### src/rtl/fetch_prefetch_buffer_if.sv
// fetch_prefetch_buffer_if: instruction-memory and decode handshakes of the fetch front end
interface fetch_prefetch_buffer_if;
  logic        imem_req;
  logic [31:0] imem_addr;
  logic        imem_gnt;
  logic        imem_rvalid;
  logic [31:0] imem_rdata;
  logic        instr_valid;
  logic [31:0] instr;
  logic [31:0] instr_pc;
  logic        instr_ready;
  logic        redirect;
  logic [31:0] redirect_pc;
  modport master (
    output imem_req, imem_addr, instr_valid, instr, instr_pc,
    input  imem_gnt, imem_rvalid, imem_rdata, instr_ready, redirect, redirect_pc
  );
  modport slave (
    input  imem_req, imem_addr, instr_valid, instr, instr_pc,
    output imem_gnt, imem_rvalid, imem_rdata, instr_ready, redirect, redirect_pc
  );
endinterface

### src/rtl/fetch_prefetch_buffer.sv
// fetch_prefetch_buffer: latency-tolerant instruction fetch with PC-tagged prefetch FIFO and redirect flush
module fetch_prefetch_buffer #(
  parameter int unsigned DEPTH    = 4,
  parameter logic [31:0] RESET_PC = 32'h0000_0000
) (
  input logic clk,
  input logic rst,
  fetch_prefetch_buffer_if.master bus
);
  localparam int unsigned AW = $clog2(DEPTH);
  localparam int unsigned CW = AW + 1;
  logic [31:0]   fetch_pc_q, fetch_pc_d, resp_pc_q, resp_pc_d, redir_pc;
  logic [31:0]   pc_mem [DEPTH];
  logic [31:0]   word_mem [DEPTH];
  logic [AW-1:0] rd_q, rd_d, wr_q, wr_d;
  logic [CW-1:0] cnt_q, cnt_d, out_q, out_d, disc_q, disc_d;
  logic          rvalid, issue, push, pop, valid;
  assign redir_pc        = {bus.redirect_pc[31:2], 2'b00};
  assign valid           = cnt_q != '0;
  // Queued plus in-flight never exceeds DEPTH, so every response has a slot
  assign bus.imem_req    = !rst && !bus.redirect && (32'(cnt_q) + 32'(out_q) < DEPTH);
  assign bus.imem_addr   = fetch_pc_q;
  assign bus.instr_valid = valid;
  assign bus.instr       = valid ? word_mem[rd_q] : '0;
  assign bus.instr_pc    = valid ? pc_mem[rd_q] : '0;
  assign rvalid          = bus.imem_rvalid && out_q != '0;
  assign issue           = bus.imem_req && bus.imem_gnt;
  assign push            = rvalid && disc_q == '0 && !bus.redirect;
  assign pop             = valid && bus.instr_ready;
  always_comb begin
    fetch_pc_d = bus.redirect ? redir_pc : fetch_pc_q + (issue ? 32'd4 : 32'd0);
    resp_pc_d  = bus.redirect ? redir_pc : resp_pc_q + (push ? 32'd4 : 32'd0);
    rd_d       = bus.redirect ? '0 : rd_q + AW'(pop);
    wr_d       = bus.redirect ? '0 : wr_q + AW'(push);
    cnt_d      = bus.redirect ? '0 : cnt_q + CW'(push) - CW'(pop);
    out_d      = out_q + CW'(issue) - CW'(rvalid);
    disc_d     = bus.redirect ? out_q - CW'(rvalid) : disc_q - CW'(rvalid && disc_q != '0);
  end
  always_ff @(posedge clk) begin
    if (rst) begin
      fetch_pc_q <= RESET_PC;
      resp_pc_q  <= RESET_PC;
      rd_q       <= '0;
      wr_q       <= '0;
      cnt_q      <= '0;
      out_q      <= '0;
      disc_q     <= '0;
    end else begin
      fetch_pc_q <= fetch_pc_d;
      resp_pc_q  <= resp_pc_d;
      rd_q       <= rd_d;
      wr_q       <= wr_d;
      cnt_q      <= cnt_d;
      out_q      <= out_d;
      disc_q     <= disc_d;
    end
  end
  always_ff @(posedge clk) begin
    if (!rst && push) begin
      pc_mem[wr_q]   <= resp_pc_q;
      word_mem[wr_q] <= bus.imem_rdata;
    end
  end
  always_ff @(posedge clk) begin
    if (!rst) assert (!(bus.imem_rvalid && out_q == '0));
  end
endmodule

### src/flat_wrapper.sv
// flat-port wrapper written by rule: the top's interface ports become plain ports
module fetch_prefetch_buffer_flat 
#(
  parameter int unsigned DEPTH    = 4,
  parameter logic [31:0] RESET_PC = 32'h0000_0000
)
  (clk, rst, bus_imem_req, bus_imem_addr, bus_instr_valid, bus_instr, bus_instr_pc, bus_imem_gnt, bus_imem_rvalid, bus_imem_rdata, bus_instr_ready, bus_redirect, bus_redirect_pc);
  fetch_prefetch_buffer_if bus_i ();
  input logic clk;
  input logic rst;
  output wire logic [$bits(bus_i.imem_req)-1:0] bus_imem_req;
  output wire logic [$bits(bus_i.imem_addr)-1:0] bus_imem_addr;
  output wire logic [$bits(bus_i.instr_valid)-1:0] bus_instr_valid;
  output wire logic [$bits(bus_i.instr)-1:0] bus_instr;
  output wire logic [$bits(bus_i.instr_pc)-1:0] bus_instr_pc;
  input wire logic [$bits(bus_i.imem_gnt)-1:0] bus_imem_gnt;
  input wire logic [$bits(bus_i.imem_rvalid)-1:0] bus_imem_rvalid;
  input wire logic [$bits(bus_i.imem_rdata)-1:0] bus_imem_rdata;
  input wire logic [$bits(bus_i.instr_ready)-1:0] bus_instr_ready;
  input wire logic [$bits(bus_i.redirect)-1:0] bus_redirect;
  input wire logic [$bits(bus_i.redirect_pc)-1:0] bus_redirect_pc;
  assign bus_imem_req = bus_i.imem_req;
  assign bus_imem_addr = bus_i.imem_addr;
  assign bus_instr_valid = bus_i.instr_valid;
  assign bus_instr = bus_i.instr;
  assign bus_instr_pc = bus_i.instr_pc;
  assign bus_i.imem_gnt = bus_imem_gnt;
  assign bus_i.imem_rvalid = bus_imem_rvalid;
  assign bus_i.imem_rdata = bus_imem_rdata;
  assign bus_i.instr_ready = bus_instr_ready;
  assign bus_i.redirect = bus_redirect;
  assign bus_i.redirect_pc = bus_redirect_pc;
  fetch_prefetch_buffer #(.DEPTH(DEPTH), .RESET_PC(RESET_PC)) u_core (.clk(clk), .rst(rst), .bus(bus_i));
endmodule
### config.mk
export PLATFORM = sky130hd
export DESIGN_NAME = fetch_prefetch_buffer_flat
export DESIGN_NICKNAME = d
export VERILOG_FILES = /design/src/rtl/fetch_prefetch_buffer_if.sv /design/src/rtl/fetch_prefetch_buffer.sv /design/src/flat_wrapper.sv
export SDC_FILE = /design/constraint.sdc
export NUM_CORES = 1
export LEC_CHECK = 0
export CORE_MARGIN = 4
export CORE_UTILIZATION = 49
export CTS_BUF_LIST = sky130_fd_sc_hd__clkbuf_4 sky130_fd_sc_hd__clkbuf_8
export DETAILED_ROUTE_END_ITERATION = 8
export GPL_ROUTABILITY_DRIVEN = 1
export PLACE_DENSITY = 0.74
export SKIP_CTS_REPAIR_TIMING = 1
export SLEW_MARGIN = 30
export SYNTH_ARGS = -nofsm -noshare
export SYNTH_HDL_FRONTEND = slang
export SYNTH_SLANG_ARGS = --single-unit
### constraint.sdc
create_clock -name clk -period 6.7 [get_ports clk]
set_input_delay 1.34 -clock clk [delete_from_list [all_inputs] [get_ports clk]]
set_output_delay 1.34 -clock clk [all_outputs]
set_load 0.02 [all_outputs]
=== Word-level counts from Yosys, hierarchy flattened ===
Memories as Yosys holds them, arrays and structs flattened. A register that Yosys moved wholly into a read port is not among the register bits.
Index checks and enable logic that the tools add are counted.
W data, S select, Z words.

* Mux-type cells: 11
* Reductions and logical operators: 16
* Add/sub/neg operators: 11
* Magnitude comparators: 1

{| class="wikitable"
|+ Operators with widths
! kind !! number
|-
| $mux W32 || 4
|-
| $add A32 B32 Y32 || 2
|-
| $lt A32 B3 Y1 const B || 1
|-
| $sub A3 B1 Y3 || 4
|-
| $logic_and A1 B1 Y1 || 9
|-
| $mux W3 || 3
|-
| $reduce_bool A3 Y1 || 3
|-
| $add A3 B1 Y3 || 2
|-
| $add A2 B1 Y2 || 2
|-
| $add A3 B3 Y4 || 1
|-
| $mux W2 || 2
|-
| $logic_not A3 Y1 || 1
|-
| $logic_not A1 Y1 || 2
|-
| $mux W1 || 2
|-
| $reduce_or A2 Y1 || 1
|}

* RAM bits: 256
* Memories: 2
* Logic and storage cells: 50
* Flip-flop bits (word level): 77
* Input port bits: 70

{| class="wikitable"
|+ Memories
! memory !! words !! width !! read ports !! clocked after Yosys merged registers in !! wr ports !! line !! RTL
|-
| u_core.pc_mem || 4 || 32 || 1 || 1 || 1 || fetch_prefetch_buffer.sv:13 || <nowiki>logic [31:0] pc_mem [DEPTH];</nowiki>
|-
| u_core.word_mem || 4 || 32 || 1 || 1 || 1 || fetch_prefetch_buffer.sv:14 || <nowiki>logic [31:0] word_mem [DEPTH];</nowiki>
|}

=== Logic depth before layout (Yosys ltp) ===
Gate-level depths: netlist of the first run.

* Word-level depth: 7
* Depth in mapped cells: 12

=== Worst setup path before layout of the first run ===
Ideal clock, no wire load.

* Path kind: input-to-reg
* From: input port bus_redirect
* To: memory u_core.pc_mem[0][10], enable pin
* Library setup time: 0.559 ns
* Arrival: 6.272 ns
* Stages: 5
* Setup slack: -0.131 ns
* Data required time: 6.141 ns
* Buffers on the path: 2
* Cell sequence: clkbuf_1 clkbuf_1 nor2_1 nand3_1 nor3_1

* Cells in the longest elaborated chain, start to end: 5

{| class="wikitable"
|+ Ends and longest elaborated chain
! item !! line !! RTL
|-
| start, declared || flat_wrapper.sv:20 || <nowiki>input wire logic [$bits(bus_i.redirect)-1:0] bus_redirect;</nowiki>
|-
| $logic_not A1 Y1 || fetch_prefetch_buffer.sv:28 || <nowiki>assign push = rvalid && disc_q == '0 && !bus.redirect;</nowiki>
|-
| $logic_and A1 B1 Y1 || fetch_prefetch_buffer.sv:28 ||
|-
| $logic_and A1 B1 Y1 || fetch_prefetch_buffer.sv:59 || <nowiki>if (!rst && push) begin</nowiki>
|-
| $mux W1 || fetch_prefetch_buffer.sv:59 ||
|-
| $mux W1 (not written as such) || fetch_prefetch_buffer.sv:60 || <nowiki>pc_mem[wr_q] <= resp_pc_q;</nowiki>
|-
| end, declared || fetch_prefetch_buffer.sv:13 ||
|}

No other way between the ends.

=== Final worst setup path of the first run ===
* From: input port rst
* To: output port bus_imem_req

* Cells in the longest elaborated chain, start to end: 3

{| class="wikitable"
|+ Ends and longest elaborated chain
! item !! line !! RTL
|-
| start, declared || flat_wrapper.sv:10 || <nowiki>input logic rst;</nowiki>
|-
| $logic_not A1 Y1 || fetch_prefetch_buffer.sv:21 || <nowiki>assign bus.imem_req = !rst && !bus.redirect && (32'(cnt_q) + 32'(out_q) < DEPTH);</nowiki>
|-
| $logic_and A1 B1 Y1 (2 in a row) || fetch_prefetch_buffer.sv:21 ||
|-
| end, declared || flat_wrapper.sv:11 || <nowiki>output wire logic [$bits(bus_i.imem_req)-1:0] bus_imem_req;</nowiki>
|}

No other way between the ends.

==> metrics.md, run 1 <==
| Metric | Value |
|---|---|
| I/O pin count | 168 |
| Unique cell type count in the Yosys netlist | 54 |
| CP Max Fanout | 43 |
| Worst endpoint required time | 5.36 ns |
| Synth top area share | 0.552 |
| Syn_area_per_cell | 15.1 um^2 |
| Vias in the first global route | 8236 |
| WL final | 27600 um |
| CTS root buf | clkbuf_8 |
| Final period util | 0.739 |
| Share of cells above drive strength 1 | 0.156 |
| FFs w/ async S/R, synth | 0 |
| Worst-Margin Slew | 0.955 ns |
| DR pass1 iterations | 4 |
| WS Path Type | input port to output pin |
| WP data arrival | 3.61 ns |
| Final GP Congestion | 0.867 |
| Row cnt | 60 |
| Crit path time final | 4.95 ns |
| RSZ-0062 raised after global routing | no |
| Worst setup margin | 1.75 ns |
| Reg-to-reg setup timing slack | 3.37 ns |
| Reg clk slew, reported paths | 0.06 ns |
| CTS tree | built |
| Pre-CTS setup slack | 1.71 ns |
| Vias per inst | 5.63 |
| Pleak | 5.34 nW |
| Final setup vio count | 0 |
| Inserted Clock Buffers | 52 |
| Count of final hold-check violations | 0 |
| Crit path launch type | input port |
| R2r endpoint | u_core.bus.imem_addr[31] |
| Slew margin rel. | 0.363 |
| GRT Util Overall | 0.182 |
| Vias | 8135 |
| Post-synth EDFFs | 248 |
| Nets | 1155 |
| Final ANT Viol Nets | 0 |
| Starting density of the core | 0.499 |
| Remaining DRCs | 0 |
| Final Max Slew Viols | 0 |
| R2R cell count | 9 |
| Min Hold Slack | 0.548 ns |
| Die Area | 30200 um^2 |
| Die Y | 174 um |
| # clock sinks | 321 |
| TNS Setup | 0 ns |
| Initial antenna violation count | 0 |
| Origin of the critical flop-to-flop path | u_core.out_q[2] |
| Crit path from | rst |
| Most frequent cells in the layout | 248 x edfxtp_1, 160 x clkdlybuf4s50_1, 71 x dfxtp_1, 70 x nor2b_1, 62 x mux4_2 |
| Final cell utilization of the core | 0.608 |
| Worst hold-check path type | flop to flop |
| Skew-Pair Late Insertion Delay | 0.56 ns |
| Outcome | complete, no violations |
| Synth warn | 0 |
| Number of H-tree levels | 2 |
| DIE WIDTH | 174 um |
| Pwr Density | 270 nW/um^2 |
| Commonest non-fill, non-tap cell in the layout | edfxtp_1 |
| Overflow left after global routing | 0 |
| Drt first-iter violations | 610 |
| Cell taking the most area after synthesis | edfxtp_1 |
| Clk buf depth | 3 |
| Worst setup EP type | output pin |
| WL/cell | 19.1 um |
| Worst Skew | 0.0243 ns |
| Max VDD drop | 0.000153 V |
| Ranking of synthesized cells by area | edfxtp_1 55%, dfxtp_1 11%, mux4_2 10% |
| Largest net degree at the start of global routing | 65 |
| MaxCap Viol Count | 0 |
| Register area share after synthesis | 0.661 |
| CORE AREA | 27000 um^2 |
| Highest Clock Rate | 202 MHz |
| Ant. Diodes | 0 |
| Synth Instances | 892 |
| I/O Buffers | 161 |
| Flops & latches, synth | 321 |
| Mapped Area | 13500 um^2 |
| Synthesis-to-layout area growth | 21.9% |
| Post-DP HPWL | 17300 um |
| CP endpoint | bus_imem_req |
| Post-synth top flop | edfxtp_1 |
| First-pass GRT wire length | 44400 um |
[sequential cells by signal (all words and copies together), names as in the netlist]
signal / count
u_core.resp_pc_q: 30
u_core.word_mem: 128
u_core.cnt_q: 3
u_core.rd_q: 2
u_core.disc_q: 3
u_core.bus.imem_addr: 30
u_core.wr_q: 2
u_core.out_q: 3
u_core.pc_mem: 120
[worst max-delay path, cell delays in order]
cell	delay, ns
clkdlybuf4s50_1	0.39
buf_4	0.27
or2_1	0.34
or4_1	0.41
a31oi_1	0.21
clkdlybuf4s50_1	0.64
[final cells by class]
| type | count | area [um^2] |
|---|---|---|
| Clock buffer | 76 | 921 |
| Tap cell | 341 | 427 |
| Sequential cell | 321 | 8910 |
| Multi-Input combinational cell | 479 | 4210 |
| Inverter | 41 | 154 |
| Timing Repair Buffer | 172 | 1710 |
| Clock inverter | 14 | 93.8 |
| Fill cell | 2062 | 10600 |
[worst min path at each step]
stage / from / endpoint / slack [ns] / depth (start not counted)
2_1_floorplan: u_core.resp_pc_q[17] / u_core.pc_mem[0][17] / 0.45 / 0
3_3_place_gp: u_core.bus.imem_addr[21] / u_core.bus.imem_addr[21] / 0.53 / 2
3_5_place_dp: u_core.bus.imem_addr[21] / u_core.bus.imem_addr[21] / 0.53 / 2
4_1_cts: u_core.bus.imem_addr[21] / u_core.bus.imem_addr[21] / 0.55 / 2
5_1_grt: u_core.bus.imem_addr[21] / u_core.bus.imem_addr[21] / 0.57 / 2
6_report: u_core.resp_pc_q[2] / u_core.pc_mem[1][2] / 0.55 / 0
[metal layers]
metal  global-route usage  up-vias  share of wire
met5                    0        -              0
met4               0.0518        0          0.019
met3               0.0384       40          0.061
met2                0.287      294           0.47
met1                0.259     3977           0.45
li1                     -     3824              -
[synthesized netlist by cell type, types with 2 or more instances]
master,n
nand4_1,20
mux4_2,62
and4_1,11
o21ai_1,4
xnor2_1,14
nor3_1,18
nand3_1,16
nor4_1,24
inv_1,40
xor2_1,11
fa_1,2
a21bo_2,2
a21boi_0,12
nor2b_1,70
nor2_1,18
and2_1,11
a311oi_1,4
edfxtp_1,248
o21ai_0,3
buf_2,9
or2_1,2
buf_1,3
buf_4,5
ha_1,16
a21o_1,2
a31oi_1,10
nor3b_1,2
clkbuf_1,36
a211oi_1,7
a21oi_1,28
dfxtp_1,73
nand2_1,31
or3_1,6
and3_1,7
o21a_1,4
o31a_1,32
o21bai_1,7
or4_1,4
o31ai_1,3
[report_power, final]
part           internal (mW)  leakage, nW  switching [mW]
logic                  0.257         1.94           0.265
registers               2.21         2.86          0.0680
clock network          0.915        0.544           0.711
[stage by stage]
stage,area (um^2),std cells,power [mW]
CTS,16400,1443,4.49
floorplan,13500,895,2.61
detailed placement,15400,1353,2.85
global route,16400,1444,4.64
global placement,15400,1353,2.84
finish,16400,1444,4.43
[logic make-up after synthesis]
logic type               count (synthesis)  share of synthesized area
multiplexers                            62                      0.104
AO/OA/AOI/OAI                          126                     0.0672
XOR/XNOR                                25                     0.0162
flip-flops                             321                      0.661
buffers and inverters                   95                     0.0292
other                                    1                   0.000278
adder cells (fa/ha/maj)                 18                     0.0178
AND/OR/NAND/NOR                        244                      0.105
No activity file was read; power rests on OpenSTA's default activity.
==> run 2, diff against run 1 <==
--- a/config.mk
+++ b/config.mk
@@ -10,7 +10,7 @@
 export CTS_BUF_LIST = sky130_fd_sc_hd__clkbuf_4 sky130_fd_sc_hd__clkbuf_8
 export DETAILED_ROUTE_END_ITERATION = 8
 export GPL_ROUTABILITY_DRIVEN = 1
-export PLACE_DENSITY = 0.74
+export PLACE_DENSITY = 0.71
 export SKIP_CTS_REPAIR_TIMING = 1
 export SLEW_MARGIN = 30
 export SYNTH_ARGS = -nofsm -noshare
==> constraint.sdc (replaced) <==
create_clock -name clk -period 5 [get_ports clk]
set_input_delay 1 -clock clk [delete_from_list [all_inputs] [get_ports clk]]
set_output_delay 1 -clock clk [all_outputs]
set_load 0.02 [all_outputs]
==> run 2 against run 1 <==
Compared with the run above: final cell count up 0.28%; routed wire length rose by 0.88%; sequential cell count unchanged; core utilization increased by 0.46 points; setup slack lost 0.74 ns; non-clock buffer count unchanged; combinational power grew 35%.
==> metrics.md, run 2 (synthesized netlist as in run 1, its figures left out) <==
| Metric | Value |
|---|---|
| Outcome | complete, no violations |
| Starting density of the core | 0.499 (unchanged) |
| Top flop regs | u_core.word_mem x128, u_core.pc_mem x120 |
| Vias | 8133 (-0.025%) |
| Initial antenna violation count | 0 (unchanged) |
| WL final | 27900 um (+0.88%) |
| Final ANT Viol Nets | 0 (unchanged) |
| Nets | 1153 (-0.17%) |
| Worst endpoint required time | 4.00 ns (-1.36 ns) |
| Final Max Slew Viols | 0 (unchanged) |
| Die Area | 30200 um^2 (unchanged) |
| Max Used Layer | met4 |
| R2r endpoint | u_core.bus.imem_addr[31] |
| Skew-Pair Late Insertion Delay | 0.54 ns (-0.02 ns) |
| Final cell utilization of the core | 0.612 (+0.00463) |
| Synthesis-to-layout area growth | 22.8% |
| Area of the multi-input gates | 4210 um^2 (unchanged) |
| CTS root buf | clkbuf_8 |
| Vias per inst | 5.62 (-0.30%) |
| Crit path time final | 3.99 ns |
| I/O Buffers | 161 (unchanged) |
| Sw Share | 0.231 (-0.00436) |
| Drt first-iter violations | 535 (-12%) |
| CORE AREA | 27000 um^2 (unchanged) |
| Hold Path Sink | u_core.pc_mem[3][31] |
| Highest Clock Rate | 251 MHz |
| Max VDD drop | 0.000200 V (+31%) |
| Final setup vio count | 0 (unchanged) |
| Min Hold Slack | 0.553 ns (+0.00505 ns) |
| Pwr Density | 365 nW/um^2 (+36%) |
| GRT Util Overall | 0.182 (+0.000288) |
| DIE WIDTH | 174 um (unchanged) |
| Worst setup EP type | output pin |
| CTS tree | built |
| Final period util | 0.797 |
| Post-DP HPWL | 17200 um (-0.36%) |
| FILL cells | 2057 (-0.24%) |
| Reg clk slew, reported paths | 0.06 ns (about the same) |
| Overflow left after global routing | 0 (unchanged) |
| Met3 Wirelength | 1880 um (+11%) |
| Clk buf depth | 3 (unchanged) |
| Pleak | 5.38 nW (+0.76%) |
| WS Path Type | input port to output pin |
| Wl on met1 | 12600 um (+1.4%) |
| Worst hold-check path type | flop to flop |
| Largest net degree at the start of global routing | 65 (unchanged) |
| Origin of the critical flop-to-flop path | u_core.out_q[2] |
| Reg-to-reg setup timing slack | 1.69 ns (-1.68 ns) |
| Final Power | 6.05 mW (+37%) |
| Startpoint of the worst hold path | u_core.resp_pc_q[31] |
| RSZ-0062 raised after global routing | no |
| Ant. Diodes | 0 (unchanged) |
| Die Y | 174 um (unchanged) |
| # clock sinks | 321 (unchanged) |
| Worst hold path stage count | 0 (unchanged) |
| Final Cell Area | 16600 um^2 (+0.76%) |
| Combinational power share | 0.117 (about the same) |
| DR pass1 iterations | 6 (+2) |
| Remaining DRCs | 0 (unchanged) |
| Worst Skew | 0.00944 ns (-0.0149 ns) |
| Reg power frac | 0.506 (-0.009) |
| Number of H-tree levels | 2 (unchanged) |
| Reg with most FFs | u_core.word_mem |
| Share of cells above drive strength 1 | 0.154 (-0.00147) |
| Inserted Clock Buffers | 50 (-3.8%) |
| Commonest non-fill, non-tap cell in the layout | edfxtp_1 |
| Vias in the first global route | 8220 (-0.19%) |
| Internal power | 4.65 mW (+37%) |
| R2R cell count | 9 (unchanged) |
| Count of final hold-check violations | 0 (unchanged) |
| WL/cell | 19.3 um (+0.60%) |
| Placed Area | 15500 um^2 (+0.54%) |
| Worst-Margin Slew | 0.831 ns (-0.124 ns) |
| CP Max Fanout | 5 (-88%) |
| TNS Setup | 0 ns (unchanged) |
| Row cnt | 60 (unchanged) |
| Max reg flops | 128 (unchanged) |
| P_sw | 1.40 mW (+34%) |
| Slew margin rel. | 0.441 (+0.0777) |
| Crit path launch type | input port |
| WP data arrival | 2.99 ns (-0.62 ns) |
| Register area | 8910 um^2 (unchanged) |
| Final GP Congestion | 0.820 (-5.5%) |
| Clock power frac | 0.378 (+0.011) |
| I/O pin count | 168 (unchanged) |
| MaxCap Viol Count | 0 (unchanged) |
| Most frequent cells in the layout | 248 x edfxtp_1, 160 x clkdlybuf4s50_1, 71 x dfxtp_1, 70 x nor2b_1, 62 x mux4_2 |
| WL met2 | 13000 um (-0.14%) |
| First-pass GRT wire length | 44500 um (+0.20%) |
-- run 2: changes by cell type in the layout (fill, tap and decap cells not counted), moves of 2 or more --
cell and change:
bufinv_16 +2, buf_4 -4, buf_12 +5, clkbuf_4 -3, clkinv_1 +5, clkbuf_8 +2
-- run 2: critical path, cell delays in order --
cell and delay, ns:
clkdlybuf4s50_1 0.41, or2_1 0.32, or4_1 0.43, a31oi_1 0.19
clkdlybuf4s50_1 0.65
-- run 2: power groups by stage --
stage / clock, mW / combinational, mW / sequential [mW]
floorplan: 0 / 0.401 / 3.10
global placement: 0 / 0.703 / 3.11
detailed placement: 0 / 0.713 / 3.11
CTS: 2.34 / 0.716 / 3.06
global route: 2.48 / 0.766 / 3.07
finish: 2.28 / 0.705 / 3.06
-- run 2: layer usage --
layer  global-route usage  vias up
met1                0.259     3995
met2                0.289      289
met4               0.0459        0
li1                     -     3814
met3               0.0419       35
met5                    0        -
-- run 2: layout make-up --
cell class | instances | share of cell area
inverter | 41 | 0.00930
tap | 341 | 0.0258
timing repair buffer | 172 | 0.107
clock buffer | 75 | 0.0559
sequential | 321 | 0.539
multi-input combinational | 479 | 0.255
clock inverter | 19 | 0.00937
-- run 2: worst max path at each step --
stage / start / end / cells after the start
floorplan: bus_redirect / u_core.pc_mem[0][10] / 5
detailed placement: rst / u_core.bus.imem_addr[31] / 10
finish: rst / bus_imem_req / 5
CTS: rst / bus_imem_req / 5
global placement: rst / u_core.bus.imem_addr[17] / 10
global route: u_core.rd_q[0] / bus_instr[30] / 4
-- run 2: per-stage QoR --
stage / setup WS (ns) / instances
final: 1.01 / 1448
after global placement: 0.714 / 1354
after detailed placement: 0.676 / 1354
after CTS: 0.969 / 1448
after global routing: 0.835 / 1448
after floorplan: -1.49 / 895
==> run 3, diff against run 2 <==
--- a/config.mk
+++ b/config.mk
@@ -10,7 +10,7 @@
 export CTS_BUF_LIST = sky130_fd_sc_hd__clkbuf_4 sky130_fd_sc_hd__clkbuf_8
 export DETAILED_ROUTE_END_ITERATION = 8
 export GPL_ROUTABILITY_DRIVEN = 1
-export PLACE_DENSITY = 0.71
+export PLACE_DENSITY = 0.74
 export SKIP_CTS_REPAIR_TIMING = 1
 export SLEW_MARGIN = 30
 export SYNTH_ARGS = -nofsm -noshare
==> constraint.sdc (replaced) <==
create_clock -name clk -period 3.29 [get_ports clk]
set_input_delay 0.658 -clock clk [delete_from_list [all_inputs] [get_ports clk]]
set_output_delay 0.658 -clock clk [all_outputs]
set_load 0.02 [all_outputs]
==> run 3 against run 2 <==
Compared with the run above: sequential cell count unchanged; largest cell class unchanged; setup slack worse by 0.88 ns; sequential share of layout area down 1.1 points; die area unchanged; total power up 50%.
==> metrics.md, run 3 (synthesized netlist as in run 1, its figures left out) <==
| Metric | Value |
|---|---|
| Origin of the critical flop-to-flop path | u_core.cnt_q[2] |
| WP data arrival | 2.50 ns (-0.49 ns) |
| # clock sinks | 321 (unchanged) |
| Clk buf depth | 3 (unchanged) |
| Largest net degree at the start of global routing | 65 (unchanged) |
| Crit path launch type | flop |
| I/O Buffers | 161 (unchanged) |
| Reg-to-reg setup timing slack | 0.27 ns (-1.42 ns) |
| Reg with most FFs | u_core.word_mem |
| Register area | 8920 um^2 (about the same) |
| First-pass GRT wire length | 45700 um (+2.6%) |
| CP Max Fanout | 18 (+13) |
| Vias | 8305 (+2.1%) |
| Worst-Margin Slew | 0.661 ns (-0.170 ns) |
| MaxCap Viol Count | 0 (unchanged) |
| Area of the multi-input gates | 4280 um^2 (+1.6%) |
| Row cnt | 60 (unchanged) |
| RSZ-0062 raised after global routing | no |
| Vias in the first global route | 8337 (+1.4%) |
| FILL cells | 1994 (-3.1%) |
| Final Cell Area | 16900 um^2 (+2.1%) |
| DIE WIDTH | 174 um (unchanged) |
| Initial antenna violation count | 0 (unchanged) |
| Crit path time final | 3.16 ns |
| Starting density of the core | 0.499 (unchanged) |
| DR pass1 iterations | 5 (-1) |
| Overflow left after global routing | 0 (unchanged) |
| WL/cell | 19.2 um (-0.14%) |
| Final cell utilization of the core | 0.626 (+0.0131) |
| WS Path Type | flop to output pin |
| Die Y | 174 um (unchanged) |
| Crit path from | u_core.rd_q[0] |
| Worst Skew | 0.0214 ns (+0.0120 ns) |
| Commonest non-fill, non-tap cell in the layout | edfxtp_1 |
| CTS tree | built |
| Highest Clock Rate | 316 MHz |
| WP depth | 4 (-1) |
| R2r endpoint | u_core.bus.imem_addr[17] |
| Vias per inst | 5.62 (about the same) |
| Final setup vio count | 0 (unchanged) |
| Pwr Density | 536 nW/um^2 (+47%) |
| Ant. Diodes | 0 (unchanged) |
| Placed Area | 15900 um^2 (+2.5%) |
| Inserted Clock Buffers | 52 (+4.0%) |
| Max reg flops | 128 (unchanged) |
| Share of cells above drive strength 1 | 0.185 (+0.0309) |
| Post-DP HPWL | 18500 um (+7.4%) |
| Slew margin rel. | 0.559 (+0.118) |
| Final GP Congestion | 0.842 (+2.8%) |
| GRT Util Overall | 0.187 (+0.00455) |
| CP endpoint | bus_instr_pc[29] |
| I/O pin count | 168 (unchanged) |
| Most frequent cells in the layout | 248 x edfxtp_1, 159 x clkdlybuf4s50_1, 71 x dfxtp_1, 70 x nor2b_1, 62 x mux4_2 |
| Worst path top cell family by delay | buffers and inverters |
| Number of H-tree levels | 2 (unchanged) |
| Worst endpoint required time | 2.63 ns (-1.37 ns) |
| Pleak | 5.58 nW (+3.6%) |
| R2R cell count | 9 (unchanged) |
| CTS root buf | clkbuf_8 |
| Worst path cell trace | buf_12 -> mux4_2 -> nor2b_1 -> clkdlybuf4s50_1 |
| Die Area | 30200 um^2 (unchanged) |
| Top flop regs | u_core.word_mem x128, u_core.pc_mem x120 |
| Worst Path Buf+Inv | 2 (unchanged) |
| Final Max Slew Viols | 0 (unchanged) |
| TNS Setup | 0 ns (unchanged) |
| Final period util | 0.961 |
| Worst hold-check path type | input port to flop |
| Remaining DRCs | 0 (unchanged) |
| WL final | 28400 um (+2.0%) |
| Final ANT Viol Nets | 0 (unchanged) |
| CORE AREA | 27000 um^2 (unchanged) |
| Skew-Pair Late Insertion Delay | 0.57 ns (+0.03 ns) |
| Drt first-iter violations | 648 (+21%) |
| Crit-path slowest cell | clkdlybuf4s50_1 |
| Outcome | complete, no violations |
| Reg clk slew, reported paths | 0.06 ns (about the same) |
| Synthesis-to-layout area growth | 25.4% |
| Crit path largest cell delay | 0.59 ns (-0.06 ns) |
| Count of final hold-check violations | 0 (unchanged) |
| Nets | 1189 (+3.1%) |
| Max VDD drop | 0.000249 V (+24%) |
| Worst setup EP type | output pin |
run 3: cell types whose count changed in the layout (fill, tap and decap cells not counted), moves of 3 or more:
| cell | before | now |
|---|---|---|
| buf_4 | 5 | 31 |
| clkinv_1 | 12 | 9 |
| nor3_2 | 5 | 1 |
| inv_6 | 0 | 3 |
| clkbuf_4 | 17 | 21 |
| clkbuf_8 | 58 | 53 |
| nor3_4 | 0 | 4 |
| buf_12 | 6 | 13 |
run 3: where the power goes:
part           internal (mW)  switching (mW)  total [mW]
combinational          0.568           0.568        1.14
clock                   1.81            1.47        3.28
sequential              4.51           0.141        4.65
run 3: routing by layer:
layer / share of wire / GRT usage / vias to the layer above
met4: 0.014 / 0.0459 / 0
met3: 0.066 / 0.0408 / 36
met1: 0.45 / 0.272 / 4097
met5: 0 / 0 / -
met2: 0.47 / 0.291 / 296
li1: - / - / 3876
run 3: layout make-up:
| type | instances | share of cell area |
|---|---|---|
| inverter | 41 | 0.00910 |
| sequential | 321 | 0.527 |
| timing repair buffer | 206 | 0.126 |
| tap | 341 | 0.0252 |
| clock inverter | 17 | 0.00666 |
| clock buffer | 74 | 0.0525 |
| multi-input combinational | 479 | 0.253 |
run 3: worst min-delay path, cell delays in order:
cell and delay [ns]:
buf_2 0.09, or2_4 0.12, buf_4 0.13, nor2_1 0.04
run 3: how the worst min path moves through the flow:
stage	startpoint	end	slack, ns	cells after the start
2_1_floorplan	u_core.resp_pc_q[17]	u_core.pc_mem[0][17]	0.45	0
3_5_place_dp	u_core.resp_pc_q[22]	u_core.pc_mem[3][22]	0.55	0
5_1_grt	bus_redirect	u_core.wr_q[1]	0.52	4
3_3_place_gp	u_core.bus.imem_addr[21]	u_core.bus.imem_addr[21]	0.53	2
6_report	bus_redirect	u_core.rd_q[1]	0.54	4
4_1_cts	bus_redirect	u_core.rd_q[1]	0.51	4
run 3: metrics by stage:
stage | worst slack [ns] | instances | hold WS, ns | power [mW]
5_1_grt | 0.00273 | 1479 | 0.524 | 9.48
6_report | 0.129 | 1479 | 0.539 | 9.07
2_1_floorplan | -0.173 | 895 | 0.455 | 5.34
4_1_cts | -0.0438 | 1474 | 0.511 | 9.18
3_3_place_gp | -0.298 | 1383 | 0.531 | 5.85
3_5_place_dp | -0.347 | 1383 | 0.548 | 5.87
